`src/rtl/oam_dma_pkg.sv`:
```
// oam_dma_pkg
//   Shared types and default constants for the OAM DMA master.
//   - addr_t / data_t : 16-bit address and 8-bit data as carried on the DataBus
//   - state_e         : transfer FSM encoding
//   - *_DEF           : default register address, OAM base and transfer length
package oam_dma_pkg;

  typedef logic [15:0] addr_t;
  typedef logic [7:0]  data_t;

  typedef enum logic [2:0] {
    IDLE  = 3'd0,
    REQ   = 3'd1,
    RD    = 3'd2,
    LATCH = 3'd3,
    WR    = 3'd4
  } state_e;

  localparam addr_t DMA_REG_ADDR_DEF = 16'hFF46;
  localparam addr_t OAM_BASE_DEF     = 16'hFE00;
  localparam int    XFER_LEN_DEF     = 160;

endpackage

```
`src/rtl/oam_dma_master.sv`:
```
// oam_dma_master
//   Game Boy OAM DMA register (0xFF46). A CPU write starts a copy of XFER_LEN
//   bytes from {value, 8'h00} into OAM, one bus read and one bus write per
//   byte, over the master side of the shared DataBus.
//
//   Optional build macro: OAM_DMA_ECHO_REMAP_EN
//     When defined, a source high byte in E0..FF is mirrored down to C0..DF
//     (echo RAM). The register readback always returns the written value.
//
// Ports
//   clk, rst_n           clock, asynchronous active-low reset
//   cpu_addr/wr/rd/wdata CPU slave port
//   cpu_rdata            register readback (combinational), FF off-address
//   m_gnt                bus granted this cycle
//   m_req/addr/rd/wr     master request, address and strobes
//   m_wdata              master write data
//   m_rdata              read data, valid the cycle after m_rd
//   busy, oam_lock       transfer in progress / CPU OAM access blocked
import oam_dma_pkg::*;

module oam_dma_master #(
  parameter addr_t DMA_REG_ADDR = DMA_REG_ADDR_DEF,
  parameter addr_t OAM_BASE     = OAM_BASE_DEF,
  parameter int    XFER_LEN     = XFER_LEN_DEF
) (
  input  logic        clk,
  input  logic        rst_n,
  input  logic [15:0] cpu_addr,
  input  logic        cpu_wr,
  input  logic        cpu_rd,
  input  logic [7:0]  cpu_wdata,
  output logic [7:0]  cpu_rdata,
  input  logic        m_gnt,
  output logic        m_req,
  output logic [15:0] m_addr,
  output logic        m_rd,
  output logic        m_wr,
  output logic [7:0]  m_wdata,
  input  logic [7:0]  m_rdata,
  output logic        busy,
  output logic        oam_lock
);

  localparam data_t LAST_IDX = data_t'(XFER_LEN - 1);

  state_e state_q, state_d;
  data_t  reg_q, src_hi_q, idx_q, byte_q;
  data_t  src_hi_in;
  logic   reg_wr;
  logic   is_last;

  assign reg_wr  = cpu_wr && (cpu_addr == DMA_REG_ADDR);
  assign is_last = (idx_q == LAST_IDX);

`ifdef OAM_DMA_ECHO_REMAP_EN
  assign src_hi_in = (cpu_wdata >= 8'hE0) ? (cpu_wdata - 8'h20) : cpu_wdata;
`else
  assign src_hi_in = cpu_wdata;
`endif

  assign cpu_rdata = (cpu_rd && (cpu_addr == DMA_REG_ADDR)) ? reg_q : 8'hFF;

  // State register
  always_ff @(posedge clk or negedge rst_n) begin
    if (!rst_n) begin
      state_q <= IDLE;
    end else begin
      state_q <= state_d;
    end
  end

  // Register, source, index and latched byte
  always_ff @(posedge clk or negedge rst_n) begin
    if (!rst_n) begin
      reg_q    <= 8'h00;
      src_hi_q <= 8'h00;
      idx_q    <= 8'h00;
      byte_q   <= 8'h00;
    end else begin
      if (reg_wr) begin
        // A write at any time (including mid-transfer) restarts from byte 0.
        reg_q    <= cpu_wdata;
        src_hi_q <= src_hi_in;
        idx_q    <= 8'h00;
      end else if ((state_q == WR) && m_gnt && !is_last) begin
        idx_q <= idx_q + 8'h01;
      end
      // The read was already granted in RD, so capture regardless of m_gnt.
      if (state_q == LATCH) begin
        byte_q <= m_rdata;
      end
    end
  end

  // Next-state logic
  always_comb begin
    state_d = state_q;
    if (reg_wr) begin
      state_d = REQ;
    end else begin
      unique case (state_q)
        IDLE:    state_d = IDLE;
        REQ:     if (m_gnt) state_d = RD;
        RD:      if (m_gnt) state_d = LATCH;
        LATCH:   state_d = WR;
        WR:      if (m_gnt) state_d = is_last ? IDLE : RD;
        default: state_d = IDLE;
      endcase
    end
  end

  // Output decode
  always_comb begin
    m_req   = 1'b0;
    m_addr  = 16'h0000;
    m_rd    = 1'b0;
    m_wr    = 1'b0;
    m_wdata = 8'h00;
    unique case (state_q)
      REQ:   m_req = 1'b1;
      RD: begin
        m_req  = 1'b1;
        m_addr = {src_hi_q, idx_q};
        m_rd   = m_gnt;
      end
      LATCH: m_req = 1'b1;
      WR: begin
        m_req   = 1'b1;
        m_addr  = OAM_BASE + {8'h00, idx_q};
        m_wdata = byte_q;
        // A simultaneous register write aborts this byte, including the last.
        m_wr    = m_gnt && !reg_wr;
      end
      default: ;
    endcase
  end

  assign busy     = (state_q != IDLE);
  assign oam_lock = busy;

endmodule

```
`config.mk`:
```
export PLATFORM = sky130hd
export DESIGN_NAME = oam_dma_master
export DESIGN_NICKNAME = d
export VERILOG_FILES = /design/src/rtl/oam_dma_pkg.sv /design/src/rtl/oam_dma_master.sv
export SDC_FILE = /design/constraint.sdc
export NUM_CORES = 1
export LEC_CHECK = 0
export CAP_MARGIN = 40
export CORE_MARGIN = 1.5
export CORE_UTILIZATION = 44
export CTS_CLUSTER_DIAMETER = 150
export DETAILED_ROUTE_END_ITERATION = 6
export GPL_TIMING_DRIVEN = 0
export PLACE_DENSITY_LB_ADDON = 0.1
export SLEW_MARGIN = 30
export SYNTH_ARGS = -nofsm -noshare
export SYNTH_HDL_FRONTEND = slang
export SYNTH_SLANG_ARGS = --single-unit
export TNS_END_PERCENT = 1
```
`constraint.sdc`:
```
create_clock -name clk -period 3 [get_ports clk]
set_input_delay 0.45 -clock clk [delete_from_list [all_inputs] [get_ports clk]]
set_output_delay 0.45 -clock clk [all_outputs]
set_load 0.05 [all_outputs]
```
==> results.md <==
- Width of the die: 62.7 um
- Register share of total power: 34.4%
- Total negative slack: 0 ns
- Pins over their slew limit: 0
- Synthesized area per cell: just over 10 sq um
- Max-slew headroom: roughly 60%
- Worst Clk Skew: 0.00368 ns
- Clock period minus worst slack: 2.91 ns
- Syn Nets: 190
- CP Max Fanout: 8
- Post-route DRC: 0
- Nets: about 270
- Clock slew at reported path FFs: 0.15 ns
- Post-synth ARST share: 100%
- Input/output buffers: 73
- Cts bufs inserted: 3
- Synth Register Bits: 27
- Pre-antenna DRT Iters: 4
- Synth Instances: 152
- Layout area overhead: 49.9%
- Critical Path RT: 2.55 ns
- DIE AREA: between 3000 and 4000 sq um
- CP Class: in2out
- Initial core utilization: between 40% and 50%
- Ys flop type: dfrtp_1
- Cell Int Power: 0.816 mW
- Area leader, netlist: dfrtp_1
- Placed Cells: 271
- CTS root buf: clkbuf_4
- Leak Pwr: approximately 1.2 nW
- Vias in the first global route: 1500
- Distinct cells, synth: 39
- Worst vdd ir: 0.327 mV
- Commonest cells post-synth: dfrtp_1 (27), and2_1 (17), a21oi_1 (15)
- R2R cell count: 6
- CP Launch Type: input pin
- Synth warnings: 0
- Via density: between 5 and 6
- Post-synthesis sequential area ratio: 43.0%
- Setup crit end kind: output pin
- Initial antenna violation count: 0
- Endpoints failing hold: 0
- CTS Buffer Depth: 2
- Number of H-tree levels: 1
- Clk network pwr share: 11.0%
- Ant. Diodes: 0
- Mapped cell area: 1570 sq um
- Status: finished clean
- First-pass GRT wire length: between 6000 and 7000 um
- DRT iter0 DRCs: 45
- Routability cong.: around 0.75
- DIE HEIGHT: 62.7 um
- Arrival time worst endpoint: 2.46 ns
- Share of the synthesized area in the top cell type: 43.0%
- Final period util: 97.0%
- Sink Count: 27
- Total Power: 1.50 mW
- Cts hold-fix bufs: 0
- Final setup fails: 0
- Worst Tran Pin Value: around 0.62 ns
- Switch Pwr: 0.687 mW
- Row Count: 21
- Layout cells sized above 1: 23.1%
- Pwr per Cell Area: between 600 and 700 nW/um^2
- Number of synthesized flops with an enable pin: 0
- Switching Fraction: a little under half
- Detailed Route WL: between 3000 and 4000 um
- Via count: roughly 1400
- Dpl hpwl: 2890 um
- Combinational Power Share: 54.7%
- Clock Latency Late Sink: between 0.3 and 0.4 ns
- Fmax: around 340 MHz
- Antenna-violating nets left: 0
- CORE AREA: 3390 sq um
- RSZ-0062 raised after global routing: true
- DR WL/cell: 14.5 um
- Post-CTS Setup Bufs: 0
- Hold/Removal Path Class: in2async
- Final cell count without fillers: 275
- Main area contributors after synthesis: dfrtp_1 (43%), and2_1 (6.8%), mux2_4 (6.7%)
- TritonCTS clock tree: done
- Io pins: 74
- Total gr overflow: 0
- Largest net degree at the start of global routing: 28
- Max-cap violations: 0
- GRT Resource Usage Total: 21.5%
- Most common cell in the synthesized netlist: dfrtp_1
## cells by family (layout without fill, tap and decap cells)
family                   after synthesis  in the layout  synth area share, %
multiplexers                          17             17                 13.8
adder cells (fa/ha/maj)                1              1                0.797
XOR/XNOR                               3              3                 1.67
AND/OR/NAND/NOR                       69             69                 27.5
AO/OA/AOI/OAI                         24             24                 8.68
buffers and inverters                 11             88                 4.54
flip-flops                            27             27                 43.0
## cell type report
class,count,area (sq um)
buffer,8,60.1
clock buffer,3,22.5
clock inverter,1,7.51
fill,249,1040
inverter,3,11.3
multi-input combinational,114,841
sequential,27,676
tap,46,57.6
timing repair buffer,73,678
## per-layer routing
layer	share of wire (%)	global-route usage, %	vias to the layer above	wire, um
met5	0	0	-	0
met4	0.85	5.83	0	34
met3	6.5	4.68	4	259
met2	51	38.2	57	2040
met1	42	26.1	676	1660
li1	-	-	688	-
## final timing paths
path	slack [ns]	to	startpoint
setup / recovery	0.09	cpu_rdata[6]	cpu_addr[0]
hold / removal	0.1	idx_q[4]	rst_n
setup reg to reg	1.02	idx_q[7]	idx_q[0]
hold reg to reg	0.51	byte_q[1]	byte_q[1]
max in group asynchronous	2.50	state_q[0]	rst_n
min in group clk	0.51	byte_q[1]	byte_q[1]
## worst max-delay path: stages
cell             delay (ns)
clkdlybuf4s50_1        0.39
or4b_1                 0.56
nor4_4                 0.20
nand2_2                0.15
or2_2                  0.29
dlygate4sd2_1          0.42
## per-stage QoR
step	util (%)	area (sq um)	setup slack, ns	hold WS (ns)
after floorplan	-	1570	0.633	0.154
after global placement	69.6	2360	-0.397	0.478
after detailed placement	69.4	2350	-0.438	0.489
after CTS	69.7	2360	-0.156	0.114
after global routing	69.4	2350	-0.0225	0.135
final	69.4	2350	0.0902	0.0987
## registers in the layout, summed over array words and instances, names as in the netlist
signal	cells
byte_q	8
idx_q	8
src_hi_q	8
state_q	3
## placed cells by master, fill, tap and decap left out, types with 3 or more instances in the layout
master | synthesis | routed
clkdlybuf4s50_1 | 0 | 40
dfrtp_1 | 27 | 27
and2_1 | 17 | 17
a21oi_1 | 15 | 14
clkbuf_2 | 0 | 12
dlymetal6s2s_1 | 0 | 11
nand2_1 | 11 | 10
mux2_2 | 9 | 9
or2_2 | 8 | 8
dlygate4sd2_1 | 0 | 8
mux2_4 | 7 | 7
nor2_1 | 7 | 6
buf_2 | 2 | 4
or3_1 | 4 | 4
clkbuf_1 | 3 | 3
inv_1 | 3 | 3
o21ai_0 | 3 | 3
nand4_1 | 3 | 3
clkbuf_4 | 0 | 3
## power by group through the flow
stage | Sequential, mW | Combinational [mW] | Clock, mW
after floorplan | 0.502 | 0.565 | 0
after global placement | 0.512 | 0.810 | 0
after detailed placement | 0.523 | 0.838 | 0
after CTS | 0.516 | 0.834 | 0.169
after global routing | 0.529 | 0.877 | 0.183
final | 0.516 | 0.821 | 0.165
## timing repair
| item | in CTS | in global routing |
|---|---|---|
| endpoints found under the setup margin | 25 | 28 |
| gates resized for setup | 23 | 40 |
| pin swaps | 0 | 1 |
Power figures use the tool's default switching activity.
